--- config.mk ---
export PLATFORM = sky130hd
export DESIGN_NAME = csr_fifo_bridge
export DESIGN_NICKNAME = d
export VERILOG_FILES = /design/src/rtl/csr_fifo_bridge.sv
export SDC_FILE = /design/constraint.sdc
export NUM_CORES = 1
export LEC_CHECK = 0
export BUFFER_PORTS_ARGS = -buffer_cell sky130_fd_sc_hd__buf_2
export CORE_ASPECT_RATIO = 1.2
export CORE_MARGIN = 1.5
export CORE_UTILIZATION = 53
export DETAILED_ROUTE_END_ITERATION = 10
export PLACE_DENSITY = 0.7
export SYNTH_ARGS = -nofsm -noshare
export SYNTH_HDL_FRONTEND = slang
export SYNTH_SLANG_ARGS = --single-unit
--- constraint.sdc ---
create_clock -name clk -period 4.65 [get_ports clk]
set_input_delay 0.2325 -clock clk [delete_from_list [all_inputs] [get_ports clk]]
set_output_delay 0.2325 -clock clk [all_outputs]
set_load 0.02 [all_outputs]
--- src/rtl/csr_fifo_bridge.sv ---
`timescale 1ns/1ps
`default_nettype none
// ============================================================================
// Module   : csr_fifo_bridge
// Brief    : APB register block with TX/RX FIFOs and a maskable interrupt.
// Revision : 1.0 - initial release
// ============================================================================
module csr_fifo_bridge #(
    parameter int ADDR_W = 16,
    parameter int DATA_W = 32,
    parameter int STRB_W = DATA_W / 8,
    parameter int FIFO_W = 8,
    parameter int DEPTH  = 16,
    parameter int CNT_W  = $clog2(DEPTH) + 1
) (
    input  logic              clk,
    input  logic              rst,
    input  logic              psel,
    input  logic              penable,
    input  logic              pwrite,
    input  logic [ADDR_W-1:0] paddr,
    input  logic [DATA_W-1:0] pwdata,
    input  logic [STRB_W-1:0] pstrb,
    output logic [DATA_W-1:0] prdata,
    output logic              pready,
    output logic              pslverr,
    output logic              tx_valid,
    output logic [FIFO_W-1:0] tx_data,
    input  logic              tx_ready,
    input  logic              rx_valid,
    input  logic [FIFO_W-1:0] rx_data,
    output logic              rx_ready,
    output logic              irq
);

    localparam int PTR_W = $clog2(DEPTH);
    localparam logic [ADDR_W-1:0] c_ADDR_DATA    = ADDR_W'(8'h00);
    localparam logic [ADDR_W-1:0] c_ADDR_LEVEL   = ADDR_W'(8'h04);
    localparam logic [ADDR_W-1:0] c_ADDR_CTRL    = ADDR_W'(8'h08);
    localparam logic [ADDR_W-1:0] c_ADDR_THRESH  = ADDR_W'(8'h0C);
    localparam logic [ADDR_W-1:0] c_ADDR_INTSTAT = ADDR_W'(8'h10);
    localparam logic [ADDR_W-1:0] c_ADDR_INTEN   = ADDR_W'(8'h14);
    localparam logic [ADDR_W-1:0] c_ADDR_PARAM   = ADDR_W'(8'h18);

    logic [FIFO_W-1:0] r_tx_mem [DEPTH];
    logic [FIFO_W-1:0] r_rx_mem [DEPTH];
    logic [PTR_W-1:0]  r_tx_wr_ptr, r_tx_rd_ptr, r_rx_wr_ptr, r_rx_rd_ptr;
    logic [CNT_W-1:0]  r_tx_level, r_rx_level;
    logic              r_txen, r_rxen;
    logic [15:0]       r_tx_thr, r_rx_thr;
    logic [4:0]        r_intstat, r_inten;
    logic              r_irq;
    logic              r_rd_phase, r_rd_pop, r_rd_unf;
    logic [DATA_W-1:0] r_prdata;

    logic w_hit_data, w_hit_level, w_hit_ctrl, w_hit_thresh;
    logic w_hit_intstat, w_hit_inten, w_hit_param, w_mapped;
    logic w_wr, w_rd_first;
    logic w_tx_full, w_tx_empty, w_tx_req, w_tx_push, w_tx_pop, w_tx_clr, w_tx_ovf;
    logic w_rx_full, w_rx_empty, w_rx_push, w_rx_pop, w_rx_clr, w_rx_ovf, w_rx_unf;
    logic w_tx_low, w_rx_high;
    logic [15:0]       w_tx_lvl16, w_rx_lvl16;
    logic [4:0]        w_w1c, w_int_set;
    logic [DATA_W-1:0] w_rd_data;

    assign w_hit_data    = (paddr == c_ADDR_DATA);
    assign w_hit_level   = (paddr == c_ADDR_LEVEL);
    assign w_hit_ctrl    = (paddr == c_ADDR_CTRL);
    assign w_hit_thresh  = (paddr == c_ADDR_THRESH);
    assign w_hit_intstat = (paddr == c_ADDR_INTSTAT);
    assign w_hit_inten   = (paddr == c_ADDR_INTEN);
    assign w_hit_param   = (paddr == c_ADDR_PARAM);
    assign w_mapped      = w_hit_data | w_hit_level | w_hit_ctrl | w_hit_thresh |
                           w_hit_intstat | w_hit_inten | w_hit_param;

    // Reads take two access cycles: the first registers prdata, the second completes.
    assign w_wr       = psel & penable & pwrite & !rst;
    assign w_rd_first = psel & penable & !pwrite & !r_rd_phase & !rst;
    assign pready     = !w_rd_first;
    assign pslverr    = psel & penable & pready & !w_mapped & !rst;
    assign prdata     = r_rd_phase ? r_prdata : '0;

    assign w_tx_full  = (r_tx_level == CNT_W'(DEPTH));
    assign w_tx_empty = (r_tx_level == '0);
    assign w_tx_clr   = w_wr & w_hit_ctrl & pstrb[0] & pwdata[2];
    assign w_tx_req   = w_wr & w_hit_data & pstrb[0];
    assign w_tx_push  = w_tx_req & !w_tx_full & !w_tx_clr;
    assign w_tx_ovf   = w_tx_req & w_tx_full & !w_tx_clr;
    assign tx_valid   = r_txen & !w_tx_empty;
    assign tx_data    = w_tx_empty ? '0 : r_tx_mem[r_tx_rd_ptr];
    assign w_tx_pop   = tx_valid & tx_ready & !w_tx_clr;

    assign w_rx_full  = (r_rx_level == CNT_W'(DEPTH));
    assign w_rx_empty = (r_rx_level == '0);
    assign w_rx_clr   = w_wr & w_hit_ctrl & pstrb[0] & pwdata[3];
    assign rx_ready   = r_rxen & !w_rx_full;
    assign w_rx_push  = rx_valid & rx_ready & !w_rx_clr & !rst;
    assign w_rx_ovf   = r_rxen & rx_valid & w_rx_full & !w_rx_clr;
    assign w_rx_pop   = r_rd_phase & r_rd_pop & !w_rx_clr;
    assign w_rx_unf   = r_rd_phase & r_rd_unf;

    assign w_tx_lvl16 = 16'(r_tx_level);
    assign w_rx_lvl16 = 16'(r_rx_level);
    assign w_tx_low   = (w_tx_lvl16 <= r_tx_thr);
    assign w_rx_high  = (r_rx_thr != 16'd0) && (w_rx_lvl16 >= r_rx_thr);
    assign w_int_set  = {w_rx_unf, w_rx_ovf, w_tx_ovf, w_rx_high, w_tx_low};
    assign w_w1c      = (w_wr & w_hit_intstat & pstrb[0]) ? pwdata[4:0] : 5'd0;
    assign irq        = r_irq;

    always_comb begin
        w_rd_data = '0;
        if (w_hit_data) begin
            w_rd_data = w_rx_empty ? 32'h8000_0000 : DATA_W'(r_rx_mem[r_rx_rd_ptr]);
        end else if (w_hit_level) begin
            w_rd_data = {w_rx_lvl16, w_tx_lvl16};
        end else if (w_hit_ctrl) begin
            w_rd_data = DATA_W'({r_rxen, r_txen});
        end else if (w_hit_thresh) begin
            w_rd_data = {r_rx_thr, r_tx_thr};
        end else if (w_hit_intstat) begin
            w_rd_data = DATA_W'(r_intstat);
        end else if (w_hit_inten) begin
            w_rd_data = DATA_W'(r_inten);
        end else if (w_hit_param) begin
            w_rd_data = {8'd0, 8'(FIFO_W), 16'(DEPTH)};
        end
    end

    always_ff @(posedge clk) begin
        if (w_tx_push) r_tx_mem[r_tx_wr_ptr] <= pwdata[FIFO_W-1:0];
        if (w_rx_push) r_rx_mem[r_rx_wr_ptr] <= rx_data;
    end

    // Flush wins over any same-cycle push or pop.
    always_ff @(posedge clk) begin
        if (rst || w_tx_clr) begin
            r_tx_wr_ptr <= '0;
            r_tx_rd_ptr <= '0;
            r_tx_level  <= '0;
        end else begin
            if (w_tx_push) r_tx_wr_ptr <= r_tx_wr_ptr + 1'b1;
            if (w_tx_pop)  r_tx_rd_ptr <= r_tx_rd_ptr + 1'b1;
            if (w_tx_push && !w_tx_pop)      r_tx_level <= r_tx_level + 1'b1;
            else if (!w_tx_push && w_tx_pop) r_tx_level <= r_tx_level - 1'b1;
        end
    end

    always_ff @(posedge clk) begin
        if (rst || w_rx_clr) begin
            r_rx_wr_ptr <= '0;
            r_rx_rd_ptr <= '0;
            r_rx_level  <= '0;
        end else begin
            if (w_rx_push) r_rx_wr_ptr <= r_rx_wr_ptr + 1'b1;
            if (w_rx_pop)  r_rx_rd_ptr <= r_rx_rd_ptr + 1'b1;
            if (w_rx_push && !w_rx_pop)      r_rx_level <= r_rx_level + 1'b1;
            else if (!w_rx_push && w_rx_pop) r_rx_level <= r_rx_level - 1'b1;
        end
    end

    always_ff @(posedge clk) begin
        if (rst) begin
            r_txen     <= 1'b0;
            r_rxen     <= 1'b0;
            r_tx_thr   <= '0;
            r_rx_thr   <= '0;
            r_intstat  <= '0;
            r_inten    <= '0;
            r_irq      <= 1'b0;
            r_rd_phase <= 1'b0;
            r_rd_pop   <= 1'b0;
            r_rd_unf   <= 1'b0;
            r_prdata   <= '0;
        end else begin
            if (w_wr && w_hit_ctrl && pstrb[0]) begin
                r_txen <= pwdata[0];
                r_rxen <= pwdata[1];
            end
            if (w_wr && w_hit_thresh) begin
                if (pstrb[0]) r_tx_thr[7:0]  <= pwdata[7:0];
                if (pstrb[1]) r_tx_thr[15:8] <= pwdata[15:8];
                if (pstrb[2]) r_rx_thr[7:0]  <= pwdata[23:16];
                if (pstrb[3]) r_rx_thr[15:8] <= pwdata[31:24];
            end
            if (w_wr && w_hit_inten && pstrb[0]) r_inten <= pwdata[4:0];
            r_intstat  <= (r_intstat & ~w_w1c) | w_int_set;
            r_irq      <= |(r_intstat & r_inten);
            r_rd_phase <= w_rd_first;
            r_rd_pop   <= w_rd_first & w_hit_data & !w_rx_empty;
            r_rd_unf   <= w_rd_first & w_hit_data & w_rx_empty;
            if (w_rd_first) r_prdata <= w_rd_data;
        end
    end

endmodule
`default_nettype wire

==> flow_summary.ini <==
[outcome]
status = completed

[synth]
syn_inst = 1058
synth_edf_count = 256
netlist_area_um2 = 15530
avgSynthCellArea_um2 = 14.68
yosys_warnings = 0
synth.distinct_cells = 67
synth_seq_area_share = 0.6419
synth.top_cell.area_share = 0.4949
synth_top_area_cell = edfxtp_1
async_reset_ff_frac = 0
ys_top_cells_by_area = edfxtp_1 49%, dfxtp_1 15%, mux4_2 10%, ha_1 2.3%, nand2_1 2.1%
synthesis.nets = 1155
ys_ff_latch = 370
synthFlopType = edfxtp_1

[cts]
postCtsSetupRepairBufs = 0
cts_buffers = 37
ctsHtreeMaxLevel = 2
clock_latency_ns = 0.53
cts-root-buf = clkbuf_16
clkSinkCount = 370
cts_tree = yes
clockBufferDepth = 3
clk_pin_slew_ns = 0.06

[placed_design]
portBuffers = 111
hpwl_um = 23130
gp_congestion = 0.8785
pre_cts_slack_ns = 0.9368
place_area_um2 = 16440

[cells_and_area]
post-route-util = 0.6242
drive_above_1_share = 0.2424
fillers = 2182
fin_area_um2 = 17950
final_nets = 1291
area_growth_pct = 15.56
antennaDiodeCount = 0

[routing]
wl_per_cell_um = 21.54
drt_iter0_markers = 760
via_count = 9404
drt_pre_antenna_iters = 5
vias_per_cell = 5.856
drt_wl_total_um = 34590
drc = 0
antenna_left = 0

[global_routing]
antenna_found_initial = 0
grt_overflow_total = 0
track_usage = 0.2316
grt_pass1_wl_um = 53700
grt_max_degree = 57
grt_pass1_vias = 9451

[critical_path]
worstPathMaxFanout = 25
critPathRequiredTime_ns = 4.42
cp.arrival_ns = 3.16
endpoint_kind = output pin
worst_setup_path_start_kind = flip-flop
crit_type = reg2out

[timing]
hold_violations = 0
fin_ws_ns = 1.262
maxSlewViolCount = 0
rsz0062_at_grt = false
setup-violations-final = 0
finClkSkew_ns = 0.02405
finalCritPeriodShare = 0.7287
fin_crit_ns = 3.388
clock.fmax_ghz = 0.2951
worst_pin_slew_ns = 0.9885
slew_headroom = 0.3359
setup_tns_ns = 0

[hold_path]
hp-class = in2reg

[floorplanning]
io_pins = 112
fp.dieH_um = 190.5
fp.coreArea_um2 = 28760
start_util = 0.5401
die_w_um = 159.3
rows = 68
die_area_um2 = 30350

[power_and_ir_drop]
p_leak_nw = 6.188
ir_drop_mv = 0.3211
pwr_density_cell_nw_per_um2 = 375.3

[job]
maxCapViolations = 0
## synthesized netlist by cell type, types with 3 or more instances
library cell and number:
or3_1 6, o22ai_1 4, mux2i_1 18, mux4_2 72
and4_1 3, or4_1 3, buf_2 14, dfxtp_1 114
or2_2 3, mux2_2 10, and2_1 51, a221oi_1 7
edfxtp_1 256, nor2b_1 14, nand4_1 3, a211oi_1 4
and3_1 19, a31oi_1 4, nor4_1 7, nor3_1 13
nor4_2 3, buf_1 8, a32oi_1 3, a22oi_1 6
xnor2_1 8, o21ai_0 21, a21o_1 8, nand3_1 14
xor2_1 7, buf_4 6, or4_4 3, a22o_1 18
a21oi_1 60, ha_1 28, inv_1 30, o211ai_1 4
nor2_1 53, clkbuf_1 23, nor4_4 6, nand2_1 87
nand2b_1 4
## path summary, 6_finish.rpt
check,from,slack (ns),endpoint,cells past startpoint
worst max-delay path,flip-flop,1.26,tx_data[0],5
worst min-delay path,rx_data[0],0.08,r_rx_mem[14][0]$_DFFE_PP_,1
worst max register to register,r_tx_level[1]$_SDFFE_PP0P_,1.32,r_tx_level[4]$_SDFFE_PP0P_,11
worst min register to register,r_rd_unf$_SDFF_PP0_,0.46,r_intstat[4]$_SDFF_PP0_,2
## power by group
part	switching, mW	internal (mW)
logic	0.0981	0.0478
clock network	1.23	1.84
registers	0.00217	3.52
## layout make-up
type / count / area, um^2 / share of cell area
clock buffers: 46 / 1015 / 0.05653
clock inverters: 20 / 251.5 / 0.01401
inverters: 30 / 112.6 / 0.006274
multi-input cells: 606 / 5216 / 0.2906
flip-flops and latches: 370 / 9972 / 0.5556
well taps: 385 / 481.7 / 0.02684
repair buffers: 149 / 900.9 / 0.05019
## cells by family after synthesis
group	share of synthesized area
muxes	0.1232
AOI/OAI and AO/OA	0.06742
buffers and inverters	0.02288
xor gates and xnor gates	0.008458
DFF	0.6419
and+or+nand+nor	0.1110
adders and majority gates	0.02513
## per-layer routing
metal  global-route usage  wire length [um]  vias up
met5                    0                 0        -
met4              0.06277               716        0
met3              0.03784              1973       56
met2               0.4083             17860      293
met1               0.2983             14030     4728
li1                     -                 -     4327
## repair_timing
item | CTS | global route
hold endpoints to repair | 24 | 0
resized for setup | 0 | 0
hold buffers | 24 | 0
## per-stage QoR
step / power, mW / std cells / hold WS, ns
global route: 6.912 / 1606 / 0.08924
floorplan: 3.637 / 1058 / 0.3314
global placement: 3.715 / 1516 / 0.4332
finish: 6.737 / 1606 / 0.07796
CTS: 6.764 / 1606 / 0.07115
detailed placement: 3.719 / 1516 / 0.4398
## flip-flops by register name, summed over array words and instances (netlist names), named ones only
register     cells
r_rx_wr_ptr      4
r_tx_mem       128
r_tx_wr_ptr      4
r_tx_thr        16
irq              1
r_rx_mem       128
r_txen           1
r_rx_thr        16
r_rx_rd_ptr      4
r_rd_phase       1
r_rd_unf         1
r_rx_level       5
r_tx_rd_ptr      4
r_intstat        5
r_inten          5
r_rd_pop         1
r_rxen           1
r_tx_level       5
r_prdata        32
## worst max-delay path, stage by stage, from the launching register on
cell     delay, ns
dfxtp_2       0.92
buf_4         0.35
mux4_2        0.53
mux4_2        0.48
nor2b_1       0.14
buf_2         0.19
## layout by cell type (no fill, tap or decap), types with 7 or more instances in the layout
cell type	Yosys	layout
mux4_2	72	72
nand2_1	87	87
xor2_1	7	7
nor4_1	7	7
and3_1	19	19
buf_4	6	14
dlygate4sd3_1	0	24
nand3_1	14	14
mux2_2	10	10
mux2i_1	18	18
inv_1	30	30
a221oi_1	7	7
xnor2_1	8	8
edfxtp_1	256	256
dfxtp_1	114	112
buf_2	14	111
a21oi_1	60	60
ha_1	28	28
nor2b_1	14	14
a21o_1	8	8
nor3_1	13	13
clkbuf_16	0	38
o21ai_0	21	21
clkinv_2	0	8
and2_1	51	51
nor4_4	6	7
nor2_1	53	53
a22o_1	18	18
Note: power is estimated with default switching activity, not from simulation.
